--- config.mk ---
export PLATFORM = sky130hd
export DESIGN_NAME = fetch_prefetch_unit
export DESIGN_NICKNAME = d
export VERILOG_FILES = /design/src/rtl/fetch_prefetch_unit.sv
export SDC_FILE = /design/constraint.sdc
export NUM_CORES = 1
export LEC_CHECK = 0
export BUFFER_PORTS_ARGS = -buffer_cell sky130_fd_sc_hd__buf_2
export CELL_PAD_IN_SITES_DETAIL_PLACEMENT = 0
export CELL_PAD_IN_SITES_GLOBAL_PLACEMENT = 1
export CORE_MARGIN = 1
export CORE_UTILIZATION = 52
export CTS_BUF_LIST = sky130_fd_sc_hd__clkbuf_4 sky130_fd_sc_hd__clkbuf_8 sky130_fd_sc_hd__clkbuf_16
export CTS_CLUSTER_SIZE = 28
export DETAILED_ROUTE_END_ITERATION = 8
export GPL_TIMING_DRIVEN = 0
export PLACE_DENSITY_LB_ADDON = 0.1
export RECOVER_POWER = 50
export SLEW_MARGIN = 20
export SYNTH_ARGS = -nofsm -noshare
export SYNTH_HDL_FRONTEND = slang
export SYNTH_SLANG_ARGS = --single-unit
--- constraint.sdc ---
create_clock -name clk -period 26.2 [get_ports clk]
set_input_delay 5.24 -clock clk [delete_from_list [all_inputs] [get_ports clk]]
set_output_delay 5.24 -clock clk [all_outputs]
set_load 0.03 [all_outputs]
--- src/rtl/fetch_prefetch_unit.sv ---
// Instruction-fetch front end: PC generation plus a DEPTH-entry in-order prefetch buffer.
// Latency: request to memory is combinational from pc; a response at cycle N is presented to decode at N+1.
// Backpressure: issue stalls when buffer occupancy plus pending discards reaches DEPTH; decode stalls via IF_ID_ready.
//
// Ports:
//   clk, reset                   rising-edge clock, asynchronous active-high reset
//   redirect_valid/redirect_pc   branch/jump redirect; flushes the buffer, target word-aligned
//   imem_req/imem_addr/imem_ready    fetch request handshake (address = current pc)
//   imem_rvalid/imem_rdata       in-order fetch responses, one or more cycles after issue
//   IF_ID_valid/pc/inst/ready    head-of-buffer handshake towards decode
//   protocol_err                 sticky flag: response arrived with nothing outstanding
// Optional feature macro FETCH_PERF_EN adds saturating counters perf_fetched, perf_redirects, perf_starve.
module fetch_prefetch_unit #(
    parameter int              XLEN     = 32,
    parameter int              DEPTH    = 4,
    parameter logic [XLEN-1:0] RESET_PC = '0,
    parameter int              PC_STEP  = 4
) (
    input  logic            clk,
    input  logic            reset,
    input  logic            redirect_valid,
    input  logic [XLEN-1:0] redirect_pc,
    output logic            imem_req,
    output logic [XLEN-1:0] imem_addr,
    input  logic            imem_ready,
    input  logic            imem_rvalid,
    input  logic [XLEN-1:0] imem_rdata,
    output logic            IF_ID_valid,
    output logic [XLEN-1:0] IF_ID_pc,
    output logic [XLEN-1:0] IF_ID_inst,
    input  logic            IF_ID_ready,
`ifdef FETCH_PERF_EN
    output logic [31:0]     perf_fetched,
    output logic [31:0]     perf_redirects,
    output logic [31:0]     perf_starve,
`endif
    output logic            protocol_err
);

    localparam int PW = (DEPTH > 1) ? $clog2(DEPTH) : 1;
    localparam int CW = $clog2(DEPTH + 1);

    logic [XLEN-1:0] pc;
    logic [PW-1:0]   head, tail, fill_ptr;
    logic [CW-1:0]   count;      // allocated entries
    logic [CW-1:0]   unfilled;   // allocated entries still waiting for data
    logic [CW-1:0]   drop_cnt;   // in-flight responses belonging to flushed requests
    logic [XLEN-1:0] ent_pc   [DEPTH];
    logic [XLEN-1:0] ent_inst [DEPTH];
    logic [DEPTH-1:0] ent_filled;

    logic            issue, pop, rsp_fill, rsp_drop, rsp_err;
    logic [CW:0]     occ_sum, drop_sum, drop_next;
    logic [XLEN-1:0] redirect_aligned;

    always_comb begin
        // Pending discards occupy memory-side slots, so they count against the issue budget.
        occ_sum          = {1'b0, count} + {1'b0, drop_cnt};
        imem_req         = !reset && !redirect_valid && (occ_sum < (CW+1)'(DEPTH));
        imem_addr        = pc;
        issue            = imem_req && imem_ready;

        IF_ID_valid      = (count != '0) && ent_filled[head];
        IF_ID_pc         = IF_ID_valid ? ent_pc[head]   : '0;
        IF_ID_inst       = IF_ID_valid ? ent_inst[head] : '0;
        pop              = IF_ID_valid && IF_ID_ready;

        rsp_drop         = imem_rvalid && (drop_cnt != '0);
        rsp_fill         = imem_rvalid && (drop_cnt == '0) && (unfilled != '0);
        rsp_err          = imem_rvalid && (drop_cnt == '0) && (unfilled == '0);

        // On redirect every unfilled entry becomes a response to discard; a response
        // landing in the redirect cycle itself is consumed from that total.
        drop_sum         = {1'b0, unfilled} + {1'b0, drop_cnt};
        drop_next        = (imem_rvalid && (drop_sum != '0)) ? drop_sum - (CW+1)'(1) : drop_sum;
        redirect_aligned = redirect_pc & ~XLEN'(3);
    end

    always_ff @(posedge clk or posedge reset) begin
        if (reset) begin
            pc           <= RESET_PC;
            head         <= '0;
            tail         <= '0;
            fill_ptr     <= '0;
            count        <= '0;
            unfilled     <= '0;
            drop_cnt     <= '0;
            ent_filled   <= '0;
            protocol_err <= 1'b0;
            for (int i = 0; i < DEPTH; i++) begin
                ent_pc[i]   <= '0;
                ent_inst[i] <= '0;
            end
        end else begin
            if (rsp_err)
                protocol_err <= 1'b1;

            if (redirect_valid) begin
                pc         <= redirect_aligned;
                head       <= '0;
                tail       <= '0;
                fill_ptr   <= '0;
                count      <= '0;
                unfilled   <= '0;
                ent_filled <= '0;
                drop_cnt   <= CW'(drop_next);
            end else begin
                if (issue) begin
                    ent_pc[tail]     <= pc;
                    ent_filled[tail] <= 1'b0;
                    tail             <= tail + PW'(1);
                    pc               <= pc + XLEN'(PC_STEP);
                end
                // fill_ptr never equals tail while an unfilled entry exists, so no
                // write conflict with the allocation above.
                if (rsp_fill) begin
                    ent_inst[fill_ptr]   <= imem_rdata;
                    ent_filled[fill_ptr] <= 1'b1;
                    fill_ptr             <= fill_ptr + PW'(1);
                end
                if (rsp_drop)
                    drop_cnt <= drop_cnt - CW'(1);
                if (pop)
                    head <= head + PW'(1);
                count    <= count + CW'(issue) - CW'(pop);
                unfilled <= unfilled + CW'(issue) - CW'(rsp_fill);
            end
        end
    end

`ifdef FETCH_PERF_EN
    always_ff @(posedge clk or posedge reset) begin
        if (reset) begin
            perf_fetched   <= '0;
            perf_redirects <= '0;
            perf_starve    <= '0;
        end else begin
            if (pop && perf_fetched != '1)
                perf_fetched <= perf_fetched + 32'd1;
            if (redirect_valid && perf_redirects != '1)
                perf_redirects <= perf_redirects + 32'd1;
            if (IF_ID_ready && !IF_ID_valid && perf_starve != '1)
                perf_starve <= perf_starve + 32'd1;
        end
    end
`endif

endmodule
==> results.toml <==
[yosys]
syn-cell-area_sq_um = 14300
muxShareOfSynthArea_pct = 29.9
synthArstFlopShare_pct = 100
synth_ff_type = "dfrtp_1"
yosys_register_bits = 298
synth_top_family_by_area = "multiplexers"
synth_cells = 1015
synth_simple_gate_area_share_pct = 8.28
yosysMostFrequentCell = "dfrtp_1"
avgSynthCellArea_sq_um = 14.1
synth_top_area_share_pct = 52.2
synth_top_area_cell = "dfrtp_1"
synth_xor_area_share_pct = 1.10
synth_common_cells = "298 x dfrtp_1, 241 x mux2_2, 67 x and2_1, 63 x mux4_2, 41 x nand2_1"
synth_compound_area_share_pct = 2.64
yosysWarnings = 0
synth.area.top_cells = "dfrtp_1 52%, mux2_2 19%, mux4_2 9.9%"
synth.distinct_cells = 54
synth_edf_count = 0
ys_seq_area_share_pct = 52.2
yosys.area_share.adder_pct = 2.26

[timing]
fin_skew_ns = 0.0136
max_slew.worst_pin.slew_ns = 5.27
slew_headroom_pct = -251
finalSetupViolations = 0
setup_slack_ns = 10.03
fin_tns_setup_ns = 0
fin_crit_ns = 16.17
period_share_pct = 61.7
max_freq_ghz = 0.0618
whs_ns = 0.475
slew_viol_final = 304
final_hold_viol_count = 0
rsz0062_at_grt = "no"

[critical_path]
critPathKind = "input pin to asynchronous set/reset pin"
cp.arrival_ns = 15.51
required_ns = 25.54
end_kind = "asynchronous set/reset pin"
path_max_fanout = 103
cp-start-kind = "input pin"

[clock_tree]
cts_root_buf = "clkbuf_16"
clk_pin_slew_ns = 0.06
cts.sink_count = 298
cts_setup_buffers = 0
clk_latency_ns = 0.50
cts_buffers = 34
cts_tree = "built"
ctsResizeCount = 0
cts_hold_buf = 0
clock_path_buffers = 3
htreeDepth = 2

[pwr]
switching_power_uw = 329
p_per_area_nw_per_um2 = 78.6
power.internal_uw = 978
p_total_uw = 1310
switching_share_pct = 25.1
p_comb_share_pct = 16.7
p_leak_uw = 0.00809
clkPwrFrac_pct = 38.3
seqPwrFrac_pct = 45.0
ir_drop_v = 0.0000438

[cells_and_area]
nNetsFinal = 1311
area_delta_synth_final_pct = 16.5
seq_area_sq_um = 7460
fillers = 2180
n_antenna_cell = 0
drive_above_1_share_pct = 44.9
multiInputGateArea_sq_um = 6310
post-route-util_pct = 61.7

[global_route]
grt_overflow = 0
grt_first_pass_wirelength_um = 52000
grtUsageTotal_pct = 24.0
grt_max_degree = 104
antenna_found_initial = 0
grt_pass1_vias = 9183

[floorplanning]
io_pins = 169
fp.dieH_um = 168
start_util_pct = 53.0
fp.dieW_um = 168
rows = 60
die_area_sq_um = 28100
coreArea_sq_um = 27000

[detailed_routing]
drtIter0Drc = 500
num_vias = 8983
firstDrtPassIters = 5
detail_route.wl_per_cell_um = 20.4
drtAntennaViolNets = 0
drc = 0
via_per_inst = 5.67
totalWireLength_um = 32400

[run_status]
status = "finished, violations left"
violations = "capacitance limit, slew limit"

[placed_design]
port_buffers = 161
pre_cts_slack_ns = 14.30
place_congestion = 0.774
hpwl_um = 21400

[worst_hold_path]
hold_class = "register to register"

[run]
max_cap_viol_count = 4
==> cells by family after synthesis <==
family / count (synthesis)
AOI/OAI and AO/OA: 59
muxes: 317
xor gates and xnor gates: 18
other: 1
and+or+nand+nor: 203
adders and majority gates: 24
buffers and inverters: 95
DFF: 298
==> flip-flops by register name, summed over array words and instances, names as in the netlist <==
register / cells
drop_cnt: 3
head: 2
fill_ptr: 2
count: 3
ent_filled: 4
tail: 2
imem_addr: 30
protocol_err: 1
ent_pc: 120
unfilled: 3
ent_inst: 128
==> worst paths after layout <==
kind | end | slack, ns | depth (start not counted) | start
setup / recovery | imem_addr[23] | 10.03 | 4 | reset
hold / removal | protocol_err | 0.48 | 1 | protocol_err
setup reg to reg | ent_inst[8] | 22.40 | 8 | drop_cnt[1]
hold reg to reg | protocol_err | 0.48 | 1 | protocol_err
max in group clk | imem_req | 14.25 | 5 | redirect_valid
min in group asynchronous | protocol_err | 6.01 | 2 | reset
==> area by class of cell <==
cell class	instances	area share (%)
buffer	76	2.23
clock buffer	50	6.41
clock inverter	12	0.850
inverter	19	0.436
multi-input combinational	625	37.9
sequential	298	44.8
tap	341	2.56
timing repair buffer	163	4.75
==> through the flow <==
| step | cell area (sq um) | cells |
|---|---|---|
| after floorplan | 14300 | 1018 |
| after global placement | 15500 | 1520 |
| after detailed placement | 15600 | 1522 |
| after CTS | 16800 | 1584 |
| after global routing | 16600 | 1584 |
| final | 16600 | 1584 |
==> critical path, cell delays in order <==
cell        delay (ns)
clkbuf_1          0.11
clkinvlp_2        2.34
clkbuf_1          3.73
clkbuf_1          3.91
==> power by group through the flow <==
stage / Sequential, uW / Clock (uW) / Combinational, uW
finish: 588 / 500 / 219
global route: 600 / 529 / 243
CTS: 588 / 511 / 225
detailed placement: 596 / 0 / 223
global placement: 594 / 0 / 217
floorplan: 590 / 0 / 171
==> routing by layer <==
layer  routed length, um  track usage (%)
met1               14700             34.1
met2               16000             39.6
met4                 478             5.74
met5                   0                0
met3                1260             2.84
==> layout by cell type (no fill, tap or decap), drive strengths merged, types with 20 or more instances in the layout <==
cell,count
nand2,44
buf,174
and2,67
mux4,63
clkbuf,115
dfrtp,298
nand3,20
mux2,250
ha,21
o21ai,25
(Power assumes the default switching activity.)
